===== config.mk =====
export PLATFORM = sky130hd
export DESIGN_NAME = mult_share_ctrl
export DESIGN_NICKNAME = d
export VERILOG_FILES = /design/src/rtl/mult_pkg.sv /design/src/rtl/rr_arb2.sv /design/src/rtl/mult_share_ctrl.sv
export SDC_FILE = /design/constraint.sdc
export NUM_CORES = 1
export LEC_CHECK = 0
export CORE_ASPECT_RATIO = 1.4
export CORE_UTILIZATION = 37
export DETAILED_ROUTE_END_ITERATION = 8
export GPL_TIMING_DRIVEN = 1
export PLACE_DENSITY = 0.74
export SLEW_MARGIN = 10
export SYNTH_ARGS = -nofsm -noshare
export SYNTH_HDL_FRONTEND = slang
export SYNTH_HIERARCHICAL = 1
export SYNTH_SLANG_ARGS = --single-unit

===== constraint.sdc =====
create_clock -name clk -period 3.8 [get_ports clk]
set_input_delay 1.14 -clock clk [delete_from_list [all_inputs] [get_ports clk]]
set_output_delay 1.14 -clock clk [all_outputs]
set_load 0.02 [all_outputs]

===== src/rtl/mult_pkg.sv =====
// rtl/mult_pkg.sv - shared constants and state encoding for the multiplier sharing controller
package mult_pkg;

   localparam int WIDTH_DEF       = 8;
   localparam int MUL_LATENCY_DEF = 9;

   typedef enum logic [1:0] {
      ST_IDLE = 2'd0,
      ST_LOAD = 2'd1,
      ST_RUN  = 2'd2,
      ST_RESP = 2'd3
   } state_t;

endpackage


===== src/rtl/rr_arb2.sv =====
// rtl/rr_arb2.sv - two-way round-robin arbiter, one-hot grant, no internal state
module rr_arb2 (
   input  logic [1:0] req,
   input  logic       rr_ptr,
   input  logic       en,
   output logic [1:0] gnt
);

   // A lone request always wins; on a tie the requester opposite rr_ptr wins.
   always_comb begin
      gnt = 2'b00;
      if (en) begin
         case (req)
            2'b01:   gnt = 2'b01;
            2'b10:   gnt = 2'b10;
            2'b11:   gnt = rr_ptr ? 2'b01 : 2'b10;
            default: gnt = 2'b00;
         endcase
      end
   end

endmodule


===== src/rtl/mult_share_ctrl.sv =====
// rtl/mult_share_ctrl.sv - time-shares one shift-add multiplier between two requesters
module mult_share_ctrl
   import mult_pkg::*;
#(
   parameter int WIDTH       = WIDTH_DEF,
   parameter int MUL_LATENCY = MUL_LATENCY_DEF
) (
   input  logic               clk,
   input  logic               rst_n,
   input  logic               req0,
   input  logic [WIDTH-1:0]   a0,
   input  logic [WIDTH-1:0]   b0,
   output logic               gnt0,
   input  logic               req1,
   input  logic [WIDTH-1:0]   a1,
   input  logic [WIDTH-1:0]   b1,
   output logic               gnt1,
   output logic               rsp_valid0,
   output logic               rsp_valid1,
   output logic [2*WIDTH-1:0] rsp_product,
   output logic               busy,
   output logic               mul_start,
   output logic [WIDTH-1:0]   mul_a,
   output logic [WIDTH-1:0]   mul_b,
   input  logic [2*WIDTH-1:0] mul_product
);

   // Product is sampled on the edge that closes the last counted RUN cycle.
   localparam logic [3:0] LAST_COUNT = 4'(MUL_LATENCY - 1);

   state_t           state;
   state_t           state_nxt;
   logic             rr_ptr;
   logic [3:0]       count;
   logic [WIDTH-1:0] op_a;
   logic [WIDTH-1:0] op_b;
   logic             owner;
   logic [1:0]       gnt_vec;

   rr_arb2 u_arb (
      .req    ({req1, req0}),
      .rr_ptr (rr_ptr),
      .en     (state == ST_IDLE),
      .gnt    (gnt_vec)
   );

   assign gnt0  = gnt_vec[0];
   assign gnt1  = gnt_vec[1];
   assign mul_a = op_a;
   assign mul_b = op_b;

   // State register; reset aborts any operation in flight.
   always_ff @(posedge clk or negedge rst_n) begin
      if (!rst_n) state <= ST_IDLE;
      else        state <= state_nxt;
   end

   // Next-state and decoded outputs; the multiplier is held cleared in IDLE and loaded in LOAD.
   always_comb begin
      state_nxt  = state;
      mul_start  = 1'b0;
      busy       = 1'b1;
      rsp_valid0 = 1'b0;
      rsp_valid1 = 1'b0;
      case (state)
         ST_IDLE: begin
            mul_start = 1'b1;
            busy      = 1'b0;
            if (|gnt_vec) state_nxt = ST_LOAD;
         end
         ST_LOAD: begin
            mul_start = 1'b1;
            state_nxt = ST_RUN;
         end
         ST_RUN: begin
            if (count == LAST_COUNT) state_nxt = ST_RESP;
         end
         ST_RESP: begin
            rsp_valid0 = ~owner;
            rsp_valid1 = owner;
            state_nxt  = ST_IDLE;
         end
         default: state_nxt = ST_IDLE;
      endcase
   end

   // Operand capture, owner tracking and round-robin pointer update on a grant edge.
   always_ff @(posedge clk or negedge rst_n) begin
      if (!rst_n) begin
         op_a   <= '0;
         op_b   <= '0;
         owner  <= 1'b0;
         rr_ptr <= 1'b0;
      end else if (state == ST_IDLE && (|gnt_vec)) begin
         op_a   <= gnt_vec[1] ? a1 : a0;
         op_b   <= gnt_vec[1] ? b1 : b0;
         owner  <= gnt_vec[1];
         rr_ptr <= gnt_vec[1];
      end
   end

   // Fixed-latency counter; the multiplier's own done signal is deliberately not used.
   always_ff @(posedge clk or negedge rst_n) begin
      if (!rst_n)                 count <= '0;
      else if (state == ST_LOAD)  count <= '0;
      else if (state == ST_RUN)   count <= count + 4'd1;
   end

   // Result register, held until the next sample.
   always_ff @(posedge clk or negedge rst_n) begin
      if (!rst_n)                                     rsp_product <= '0;
      else if (state == ST_RUN && count == LAST_COUNT) rsp_product <= mul_product;
   end

endmodule


== Word-level counts from Yosys, hierarchy flattened ==
Index checks and enable logic that the tools add are counted.
Storage, ports and cells
  bits of input ports: 52
  word-level logic and storage cells: 38
  register bits after elaboration: 39
  output and inout port bits: 38
Cells by class
  reductions and logical operators: 7
  multiplexer cells: 14
  add/sub/neg operators: 1
  equality and inequality tests: 9
  bitwise gates (word level): 1
Operator list (number)
  $mux 8: 2
  $eq 2x2->1 const B: 4
  $mux 2: 4
  $mux 4: 2
  $pmux 2 s4: 1
  $pmux 2 s3: 1
  $add 4x1->4 const B: 1
  $eq 2x1->1 const B: 2
  $eq 4x4->1 const B: 1
  $mux 1: 4
  $reduce_or 2->1: 2
  $logic_and 1x1->1: 2
  $logic_not 2->1: 1
  $ne 2x1->1 const B: 1
  $ne 2x2->1 const B: 1
  $reduce_and 2->1: 1
  $reduce_bool 2->1: 1
  $not 1->1: 1

== Logic depth before layout (Yosys ltp) ==
Gate-level depths: netlist of the first run.
  depth in word-level cells: 6
  gate-level depth with buffers: 9
  mapped depth without buffers: 7

== Hierarchy ==
Netlist of the first run, hierarchy kept.
By module, submodules not included
  mult_share_ctrl: cells an instance 147, area each 1840.5 sq um, seq. area each 975.9 sq um, instances 1
  rr_arb2: cells an instance 5, area each 21.3 sq um, seq. area each 0.0 sq um, instances 1

== Least setup slack after synthesis of the first run ==
OpenSTA, ideal clock, no wires.
  path kind: input-to-output
  from: input req0
  to: output gnt0
  required time: 2.660 ns
  data arrival time: 1.658 ns
  path buffers: 0
  stages on the path: 2
  setup slack: 1.002 ns
  cell sequence: nand2_1 a21oi_1
On the way
  word-level cells in the longest chain between the ends: 3
  elaborated cells between the ends (all ways): 5
  those cells by class: eq/ne (3); mux (2)
RTL lines
  from (decl): line mult_share_ctrl.sv:10  | input logic req0,
  $eq 2x2->1 / $eq 2x1->1 (equally long branches): line rr_arb2.sv:13  | case (req)
  $pmux 2 s3 (*): line rr_arb2.sv:13
  $mux 2 (*): line rr_arb2.sv:12  | if (en) begin
  to (decl): line mult_share_ctrl.sv:13  | output logic gnt0,
Mark *: on every way between the ends. The rest lies on a longest branch, timed or not.

== Final worst setup path of the first run ==
Ends and elaborated chain as after synthesis.

==> metrics, run 1 <==
GRT met2 Usage 0.273; PD cells 783 nW/um^2; R2R depth 7; Crit Path Max Fanout 2; number of routed nets with antenna violations 0; CTS tree done; GRT met3 Usage 0.0332; Mean Syn Cell Area 12.2 sq um; area delta synth->final 56.2%; largest net degree at the start of global routing 40; Setup crit end gnt0; DRC violations left 0; layout cells sized above 1 0.131; htree depth 2; initial antenna violation count 0; DIE WIDTH 62.0 um; status finished clean; die area 5320 sq um; worst path arrival time 2.51 ns; RSZ-0062 raised after global routing false; DR pass1 iterations 4; final hold vios 0; post-layout instance count excluding filler cells 309; Hold-fix buffers, CTS 0; CP startpoint kind input pin; Setup Skew 0.00223 ns; WP data required 2.66 ns; leakage power 1.28 nW; grt total ovfl 0; grt met1 use 0.197; total track usage 0.160; root buf cell clkbuf_8; Sum Neg Setup Slack 0 ns; post-layout net count 304; Max Fclk 274 MHz; critical path depth 4; Worst-Skew Late Latency 0.28 ns; Avg WL per Cell 13.2 um; Max Root-Sink Buffers 2; worst setup path startpoint req0; Top Family by Delay on Critical Path buffers and inverters; worst hold stages 2; slew of the pin with the lowest slew margin 1.00 ns; Vias/cell 4.72; initial core utilization 0.384; Resize count post-CTS 0; Iteration-0 DRC Markers 60; worst path cell trace clkdlybuf4s50_1, nand2_1, a21oi_1, clkdlybuf4s50_1; row cnt 30; worst hold slack 0.479 ns; hpwl dp 3070 um; routability congestion estimate 0.752; die outline height 85.9 um; CTS clk-pin slew, worst paths 0.07 ns; commonest non-fill, non-tap cell in the layout clkdlybuf4s50_1; Setup Viol. Count Final 0; most frequent cells in the layout 88 x clkdlybuf4s50_1, 39 x dfrtp_1, 20 x nand2_1, 19 x mux2i_1, 16 x o21ai_0; CP max-delay cell clkdlybuf4s50_1; first-pass GRT wire length 6390 um; Inst Count DP 301; Post-Synthesis Cells 152; Yosys top cell area share 0.524; Setup Buffers After CTS 0; Ys Warns 6; Slew Limit Headroom 0.332; minimum clock period 3.65 ns; post-synth top area cell dfrtp_1; Final Cycle Share 0.961; PortBufs 89; Yosys reg bits 39; CTS Buf Count 5; clk sinks 39; R2R setup slack 1.34 ns; fillcell total 403; r2r startpoint state[0]; max-slew violation count 0; VDD IR max 501 uV; vias after detailed routing 1457; core area 4840 sq um; Top Usage Layer GRT met2; Mapped Nets 212; WP buf/inv 2; R2R Path End mul_a[1]; critical path's largest stage delay 0.63 ns; sequential area share after synthesis 0.524; most frequent CP cell clkdlybuf4s50_1; Min-Delay Path Class flip-flop to flip-flop; max cap viols 0; Setup Crit Path Kind input pin to output port; Post-Synthesis Cell Area 1860 sq um; Synth area leaders dfrtp_1 52%, mux2i_1 10%, mux2_4 8.1%, ha_1 5.4%, o21ai_0 4.3%; Top Ports 90; Netlist cell types 28; Antenna Cells 0; final WL 4080 um; CP endpoint kind output port; number of global-route vias before repair 1389
metal layers:
metal / wire (um) / vias to the layer above
li1: - / 707
met1: 1780 / 697
met2: 2040 / 51
met3: 243 / 2
met4: 19 / 0
met5: 0 / -
metrics by stage:
step / power [mW] / utilization / instance area, sq um / setup WS (ns)
2_1_floorplan: 1.45 / - / 1860 / 1.00
3_3_place_gp: 1.97 / 0.579 / 2810 / 0.201
3_5_place_dp: 1.99 / 0.579 / 2810 / 0.147
4_1_cts: 2.31 / 0.601 / 2910 / 0.145
5_1_grt: 2.45 / 0.601 / 2910 / 0.0993
6_report: 2.28 / 0.601 / 2910 / 0.149
Yosys cell counts:
library cell  count
buf_2             2
a21oi_1           2
o31ai_1           1
nand2_1          20
o21ai_0          16
a31oi_1           1
nor2_1            2
nand2b_1          1
ha_1              8
nor2b_1           1
inv_1             7
mux2i_1          19
dfrtp_1          39
buf_4             2
a22oi_1           1
buf_6             1
and2_1            1
or2_2             1
nand3b_1          2
o2bb2ai_1         1
o21ai_2           1
mux2_4           10
nand3_1           1
a22o_1            1
mux2_2            7
clkbuf_2          1
nand4b_4          1
o21ai_1           2
worst min path at each step:
stage                   from        to  slack [ns]
finish              mul_b[1]  mul_b[1]        0.48
global route        mul_a[2]  mul_a[2]        0.51
CTS                 mul_b[0]  mul_b[0]        0.49
detailed placement  mul_b[1]  mul_b[1]        0.47
global placement    mul_a[1]  mul_a[1]        0.46
floorplan           count[3]  count[3]        0.52
power breakdown:
part / switching (mW) / internal, mW
clock: 0.140 / 0.165
sequential: 0.122 / 0.620
combinational: 0.591 / 0.639
total: 0.853 / 1.42
registers in the layout, summed over array words and instances, names as in the netlist:
signal / count
owner: 1
rsp_product: 16
count: 4
mul_a: 8
mul_b: 8
state: 2
logic make-up (layout without fill, tap and decap cells):
family / Yosys count / after routing / synth area share
AOI/OAI and AO/OA: 26 / 26 / 0.0793
and+or+nand+nor: 30 / 30 / 0.0813
buffers and inverters: 13 / 106 / 0.0363
DFF: 39 / 39 / 0.524
adders and majority gates: 8 / 8 / 0.0538
muxes: 36 / 36 / 0.225
area by class of cell:
type,instances,area (sq um),area share
inverter,7,26.3,0.00903
timing repair buffer,91,901,0.310
sequential,39,976,0.335
clock inverter,1,7.51,0.00258
tap,64,80.1,0.0275
clock buffer,7,96.3,0.0331
multi-input combinational,100,822,0.283
worst min-delay path: stages, from the launching register on:
cell,delay [ns]
dfrtp_1,0.34
nand2_1,0.04
o21ai_0,0.06
No activity file was read; power rests on OpenSTA's default activity.
==> run 2: changes to the inputs <==
--- a/config.mk
+++ b/config.mk
@@ -7,9 +7,11 @@
 export LEC_CHECK = 0
 export CORE_ASPECT_RATIO = 1.4
 export CORE_UTILIZATION = 37
+export CTS_CLUSTER_DIAMETER = 80
 export DETAILED_ROUTE_END_ITERATION = 8
 export GPL_TIMING_DRIVEN = 1
 export PLACE_DENSITY = 0.74
+export SKIP_LAST_GASP = 1
 export SLEW_MARGIN = 10
 export SYNTH_ARGS = -nofsm -noshare
 export SYNTH_HDL_FRONTEND = slang
==> results of run 2 <==
No change in the layout: final DEF, timing and power equal those of run 1.
